`src/rtl/arb2_rr_merge.sv`:
```
// Merges two FIFO read ports into one tagged byte stream using bursty round-robin.
// Pops are combinational; read data is captured one cycle after each pop.
module arb2_rr_merge #(
    parameter int MAIN_SIZE = 8,
    parameter int BURST     = 4,
    parameter int CNT_SIZE  = 8
) (
    input  logic                 clk,
    input  logic                 reset,
    input  logic [MAIN_SIZE-1:0] in0,
    input  logic [MAIN_SIZE-1:0] in1,
    input  logic                 empty0,
    input  logic                 empty1,
    input  logic                 full,
    output logic                 pop0,
    output logic                 pop1,
    output logic [MAIN_SIZE-1:0] out_data,
    output logic                 out_src,
    output logic                 out_valid,
    output logic [CNT_SIZE-1:0]  cnt0,
    output logic [CNT_SIZE-1:0]  cnt1,
    output logic [1:0]           state_o
);
    localparam int              BC_W    = (BURST > 1) ? $clog2(BURST) : 1;
    localparam logic [BC_W-1:0] BC_LAST = BC_W'(BURST - 1);

    typedef enum logic [1:0] {
        IDLE = 2'd0,
        S0   = 2'd1,
        S1   = 2'd2
    } state_t;

    state_t          state, state_nxt;
    logic            last, last_nxt;
    logic [BC_W-1:0] burst_cnt, burst_nxt;
    logic            yield0, yield1;
    logic            pend_vld, pend_src;

    assign pop0    = !reset && (state == S0) && !empty0 && !full;
    assign pop1    = !reset && (state == S1) && !empty1 && !full;
    assign yield0  = empty0 || (pop0 && (burst_cnt == BC_LAST));
    assign yield1  = empty1 || (pop1 && (burst_cnt == BC_LAST));
    assign state_o = state;

    always_comb begin
        state_nxt = state;
        last_nxt  = last;
        burst_nxt = burst_cnt;
        case (state)
            IDLE: begin
                if (!empty0 && !empty1) state_nxt = last ? S0 : S1;
                else if (!empty0)       state_nxt = S0;
                else if (!empty1)       state_nxt = S1;
            end
            S0: begin
                if (yield0 && !empty1) begin
                    state_nxt = S1;
                    last_nxt  = 1'b0;
                end else if (yield0 && !empty0) begin
                    burst_nxt = '0;
                end else if (empty0 && empty1) begin
                    state_nxt = IDLE;
                    last_nxt  = 1'b0;
                end else if (pop0) begin
                    burst_nxt = burst_cnt + 1'b1;
                end
            end
            S1: begin
                if (yield1 && !empty0) begin
                    state_nxt = S0;
                    last_nxt  = 1'b1;
                end else if (yield1 && !empty1) begin
                    burst_nxt = '0;
                end else if (empty0 && empty1) begin
                    state_nxt = IDLE;
                    last_nxt  = 1'b1;
                end else if (pop1) begin
                    burst_nxt = burst_cnt + 1'b1;
                end
            end
            default: state_nxt = IDLE;
        endcase
        // A new source always starts a fresh burst.
        if (state_nxt != state) burst_nxt = '0;
    end

    always_ff @(posedge clk or posedge reset) begin
        if (reset) begin
            state     <= IDLE;
            last      <= 1'b1;
            burst_cnt <= '0;
            pend_vld  <= 1'b0;
            pend_src  <= 1'b0;
            out_valid <= 1'b0;
            out_data  <= '0;
            out_src   <= 1'b0;
            cnt0      <= '0;
            cnt1      <= '0;
        end else begin
            state     <= state_nxt;
            last      <= last_nxt;
            burst_cnt <= burst_nxt;
            pend_vld  <= pop0 || pop1;
            pend_src  <= pop1;
            out_valid <= pend_vld;
            // FIFO read data is valid the cycle after the strobe.
            if (pend_vld) begin
                out_data <= pend_src ? in1 : in0;
                out_src  <= pend_src;
                if (pend_src) cnt1 <= cnt1 + 1'b1;
                else          cnt0 <= cnt0 + 1'b1;
            end
        end
    end
endmodule

```
`config.mk`:
```
export PLATFORM = sky130hd
export DESIGN_NAME = arb2_rr_merge
export DESIGN_NICKNAME = d
export VERILOG_FILES = /design/src/rtl/arb2_rr_merge.sv
export SDC_FILE = /design/constraint.sdc
export NUM_CORES = 1
export LEC_CHECK = 0
export ABC_AREA = 1
export BUFFER_PORTS_ARGS = -buffer_cell sky130_fd_sc_hd__buf_2
export CORE_MARGIN = 2
export CORE_UTILIZATION = 51
export DETAILED_ROUTE_END_ITERATION = 10
export MAX_ROUTING_LAYER = met4
export PLACE_DENSITY = 0.79
export SYNTH_ARGS = -nofsm -noshare
export SYNTH_HDL_FRONTEND = slang
export SYNTH_SLANG_ARGS = --single-unit
export TNS_END_PERCENT = 20
```
`constraint.sdc`:
```
create_clock -name clk -period 2.5 [get_ports clk]
set_clock_uncertainty 0.2 [all_clocks]
set_input_delay 0.375 -clock clk [delete_from_list [all_inputs] [get_ports clk]]
set_output_delay 0.375 -clock clk [all_outputs]
set_load 0.01 [all_outputs]
```
==> impl_metrics.csv, run 1 <==
group,metric,value,unit
outcome,outcome,"finished, final reports clean",
critical_path,crit_required,1.92,ns
job,cap_viol_max_count,0,
routing,post-route-drc-count,0,
timing,hold_viol_final,0,
power,leakage,1.16,nW
synthesis,synth.cell_area,1700,µm²
clocking,numClockSinks,33,
critical_path,critical_path.startpoint,"state_o[0]",
routing,vias,1462,
global_routing,number_of_global_route_vias_before_repair,1324,
timing,setup-violations-final,0,
clocking,largest_buffer_count_on_any_clock_path,2,
critical_path,timing.rr.start,"state_o[1]",
timing,slew_headroom,76.0,%
floorplan,die_height,61.7,µm
critical_path,critical_path_peak_fanout,6,
synthesis,postSynthCellCount,204,
finish,footprint_of_the_multi_input_gates,762,µm²
critical_path,worstSetupPathType,"register to primary output",
synthesis,synth_enable_flop_cells,0,
clocking,cts_clk_pin_slew_worst_paths,0.10,ns
clocking,post_cts_buffers,0,
timing,fmax,0.446,GHz
routing,drt-total-wl,3300,µm
synthesis,post_synth_num_cell_types,28,
global_routing,grt_use_total,20.3,%
finish,post-route-util,66.9,%
clocking,post_cts_resized,0,
finish,flow.area_growth_from_synthesis,22.2,%
floorplan,die_area,3810,µm²
timing,timing.setup.tns,0,ns
floorplan,initial_utilization,54.8,%
finish,antenna-diode-count,0,
floorplan,io-pin-count,51,
finish,final-seq-area,827,µm²
critical_path,rr_worst_depth,15,
synthesis,yosys_register_bits,33,
synthesis,yosys-top-cells-area,"dfrtp_1, nand2_1, ha_1",
timing,finalWorstPathRequiredPeriod,2.24,ns
global_routing,grt.overflow.total,0,
synthesis,syn_avg_cell_area,8.33,µm²
power,max-vdd-ir-drop,0.465,mV
synthesis,postSynth.topFlopCell,"dfrtp_1",
place,port_buffers,50,
routing,detailedRoute.firstIterationViolations,44,
critical_path,crit_path_end_kind,"primary output",
clocking,number_of_buffers_added_by_the_clock_tree_synthesis_step,5,
critical_path,crit_arrival,1.67,ns
worst_hold_path,type_of_the_worst_min_delay_path,"input pin to register",
routing,detailedRoute.firstPassIterationCount,4,
critical_path,worst-r2r-setup-slack,0.42,ns
finish,drive_gt1_share,29.2,%
clocking,postCtsHoldBufs,1,
timing,grt_setup_unrepaired,"no",
synthesis,yosys.area.top_type,"dfrtp_1",
critical_path,worstSetupStartpointType,"register",
synthesis,yosys-top-cells-count,"nand2_1, dfrtp_1, inv_1",
place,dpl.hpwl,2520,µm
routing,wl_per_cell,10.7,µm
finish,final_net_count,291,
power,cellPowerDensity,843,nW/µm²
clocking,clock_tree.root_cell,"clkbuf_4",
synthesis,mappedNetlistNets,232,
critical_path,r2r-end,"burst_cnt[0]",
synthesis,synth.most_common_cell,"nand2_1",
clocking,clkLatencyLatePin,0.33,ns
timing,maxSlewViolCount,0,
floorplan,placementRows,20,
timing,fin_crit_sh,89.7,%
global_routing,grt_start_max_net_pins,31,
synthesis,synth.top_cell.area_share,47.1,%
clocking,tritoncts,"yes",
clocking,ctsHtreeMaxLevel,2,
timing,worst_pin_slew,0.360,ns
finish,fillCellCount,282,
floorplan,floorplan.die.width,61.7,µm
critical_path,critPathCapture,"pop1",
synthesis,synth-async-reset-ratio,100,%
routing,antenna_violating_nets_post_route,0,
routing,vias_per_cell,4.75,
synthesis,ys_warn_count,0,
timing,holdWs,0.0512,ns
power,post-layout-total-power,1.75,mW
synthesis,synth.yosys.seq_area_share,48.7,%
floorplan,placeableCoreArea,3100,µm²
place,routabilityCongestion,0.943,
global_routing,grt_antenna_before_repair,0,
global_routing,global_route_wire_length_before_repair,5400,µm
[registers in the layout, indices dropped and copies added (netlist names)]
signal     cells
cnt1           8
last           1
out_valid      1
state_o        2
pend_src       1
cnt0           8
out_src        1
burst_cnt      2
pend_vld       1
out_data       8
[worst min path at each step]
stage | start | to | depth (start not counted)
floorplan | pend_vld | out_valid | 0
detailed placement | reset | state_o[0] | 2
CTS | in0[2] | out_data[2] | 3
global route | in0[4] | out_data[4] | 3
global placement | reset | state_o[0] | 2
finish | in0[7] | out_data[7] | 3
[area by class of cell]
class | instances | area share (%)
Tap cell | 44 | 2.65
Sequential cell | 33 | 39.8
Inverter | 28 | 5.06
Multi-Input combinational cell | 142 | 36.7
Clock inverter | 2 | 0.482
Clock buffer | 6 | 1.99
Timing Repair Buffer | 53 | 13.3
[power by group]
group	internal (mW)	total, mW	switching (mW)
combinational	0.286	0.704	0.419
sequential	0.669	0.769	0.0998
clock	0.107	0.277	0.170
total	1.06	1.75	0.689
[metrics by stage]
step	worst slack (ns)	area [µm²]	instances
2_1_floorplan	0.628	1700	204
3_3_place_gp	0.427	2010	299
3_5_place_dp	0.428	2010	299
4_1_cts	0.249	2080	308
5_1_grt	0.0807	2080	308
6_report	0.257	2080	308
[cell families (layout without fill, tap and decap cells)]
group	after synthesis	count (layout)	share of synthesized area, %
compound gates	8	8	2.87
xor+xnor	12	12	6.19
fa+ha+maj	7	7	5.15
buf+inv	29	89	6.48
flops	33	33	48.7
simple gates	115	115	30.6
[placed cells by master (no fill, tap or decap), drive strengths merged]
cell type,count
dfrtp,32
nand3,20
clkinv,3
nor4,1
buf,52
a21oi,2
clkbuf,6
xor2,5
o211ai,1
nand4,2
nand2,74
a21boi,1
nor2,13
xnor2,7
and2,1
dfstp,1
o21ai,4
ha,7
dlygate4sd3,1
nand3b,1
nor3,3
inv,27
[worst max-delay path: stages, from the launching register on]
cell and delay, ns:
dfrtp_1 0.44, inv_1 0.14, ha_1 0.22, inv_1 0.10, nor2_2 0.12, nand2_1 0.10, inv_1 0.07, buf_2 0.13
[layer usage]
layer,share of wire (%),global-route usage (%),vias to the layer above,wire length [µm]
li1,-,-,751,-
met1,47,22.9,666,1550
met2,46,33.7,40,1510
met3,5.8,6.21,5,190
met4,1.6,8.21,0,54
met5,0,-,-,0
Power figures use the tool's default switching activity.
==> inputs of run 2 (changes only) <==
- PLACE_DENSITY: 0.79 -> 0.9
==> impl_metrics.csv, run 2 (same netlist as run 1, synthesis figures left out) <==
group,metric,value,unit
outcome,outcome,"finished, final reports clean",
floorplan,die_height,61.7,µm
critical_path,crit_path_end_kind,"primary output",
timing,hold_viol_final,0,
timing,fin_crit_sh,90.1,%
floorplan,placeableCoreArea,3100,µm²
clocking,ctsHtreeMaxLevel,2,
global_routing,grt_antenna_before_repair,0,
finish,fillCellCount,283,
routing,drt-total-wl,3260,µm
global_routing,grt.overflow.total,0,
timing,worst_pin_slew,0.402,ns
finish,reg_top3,"cnt0: 8 flops, cnt1: 8 flops, out_data: 8 flops",
routing,wl_per_cell,10.6,µm
floorplan,placementRows,20,
clocking,clkLatencyLatePin,0.32,ns
floorplan,initial_utilization,54.8,%
routing,detailedRoute.firstPassIterationCount,4,
power,cellPowerDensity,844,nW/µm²
worst_hold_path,type_of_the_worst_min_delay_path,"input pin to register",
finish,layout.cells.most_common_list,"nand2_1, buf_2, dfrtp_1",
finish,post_route_cell_area,2080,µm²
floorplan,floorplan.die.width,61.7,µm
timing,finalWorstPathRequiredPeriod,2.25,ns
global_routing,grt_use_total,18.7,%
power,leakage,1.16,nW
clocking,tritoncts,"yes",
timing,holdWs,0.0572,ns
timing,setup-violations-final,0,
finish,flow.area_growth_from_synthesis,22.2,%
power,max-vdd-ir-drop,0.514,mV
clocking,clock_tree.root_cell,"clkbuf_4",
routing,detailedRoute.firstIterationViolations,43,
finish,post-route-util,66.9,%
critical_path,worst-r2r-setup-slack,0.39,ns
timing,fmax,0.444,GHz
timing,timing.setup.tns,0,ns
finish,final_net_count,291,
critical_path,worstSetupPathType,"register to primary output",
clocking,post_cts_resized,0,
floorplan,io-pin-count,51,
global_routing,global_route_wire_length_before_repair,5080,µm
clocking,number_of_buffers_added_by_the_clock_tree_synthesis_step,5,
critical_path,worstSetupStartpointType,"register",
finish,antenna-diode-count,0,
routing,post-route-drc-count,0,
critical_path,critical_path_peak_fanout,7,
clocking,cts_clk_pin_slew_worst_paths,0.10,ns
place,port_buffers,50,
finish,mostFrequentLayoutCell,"nand2_1",
critical_path,crit_required,1.92,ns
routing,vias,1467,
global_routing,number_of_global_route_vias_before_repair,1261,
place,routabilityCongestion,0.971,
finish,drive_gt1_share,29.2,%
place,dpl.hpwl,2530,µm
routing,vias_per_cell,4.76,
clocking,numClockSinks,33,
floorplan,die_area,3810,µm²
clocking,largest_buffer_count_on_any_clock_path,2,
place,placed_cell_area,2010,µm²
job,cap_viol_max_count,0,
timing,maxSlewViolCount,0,
critical_path,crit_arrival,1.68,ns
timing,slew_headroom,73.2,%
timing,grt_setup_unrepaired,"no",
routing,antenna_violating_nets_post_route,0,
global_routing,grt_start_max_net_pins,34,
## run 2: cell counts in the layout (fill, tap and decap cells not counted)
Identical to the previous run, type by type.
## run 2: critical path: stages (launching register included)
cell	delay, ns
dfrtp_1	0.47
inv_1	0.17
ha_1	0.27
inv_1	0.07
nor2_2	0.10
nand2_1	0.09
inv_2	0.07
buf_2	0.12
## run 2: repair_timing
item / CTS / global route
endpoints found under the hold margin: 32 / 0
hold buffers: 1 / 0
setup buffers: 0 / 0
## run 2: stage by stage
step	power, mW	setup WS (ns)	instances
2_1_floorplan	1.25	0.628	204
3_3_place_gp	1.47	0.434	299
3_5_place_dp	1.49	0.403	299
4_1_cts	1.77	0.233	308
5_1_grt	1.90	0.0834	308
6_report	1.75	0.248	308
## run 2: power by group
group / internal, mW / switching, mW / total [mW]
clock: 0.107 / 0.168 / 0.275
combinational: 0.286 / 0.426 / 0.712
sequential: 0.669 / 0.0957 / 0.764
## run 2: path summary, 6_finish.rpt
| check | start | endpoint | depth (start not counted) |
|---|---|---|---|
| worst min-delay path | in0[7] | out_data[7] | 3 |
| worst max register to register | state_o[1] | burst_cnt[1] | 15 |
| worst max-delay path | state_o[1] | pop0 | 7 |
| min in group asynchronous | reset | cnt1[5] | 4 |
| worst min register to register | pend_vld | out_valid | 0 |
| max in group asynchronous | reset | last | 4 |
## run 2: area by class of cell
class,count,area (µm²),area share (%)
clock buffer,6,41.3,1.99
clock inverter,2,10.0,0.482
inverter,28,105,5.06
multi-input combinational,142,762,36.7
sequential,33,827,39.8
tap,44,55.1,2.65
timing repair buffer,53,275,13.3
## run 2: routing by layer
metal	part of all wire, %	routed length [µm]	track usage (%)	up-vias
li1	-	-	-	755
met1	44	1440	21.9	665
met2	48	1580	32.5	45
met3	6.9	226	4.35	2
met4	0.40	13	4.56	0
met5	0	0	-	-
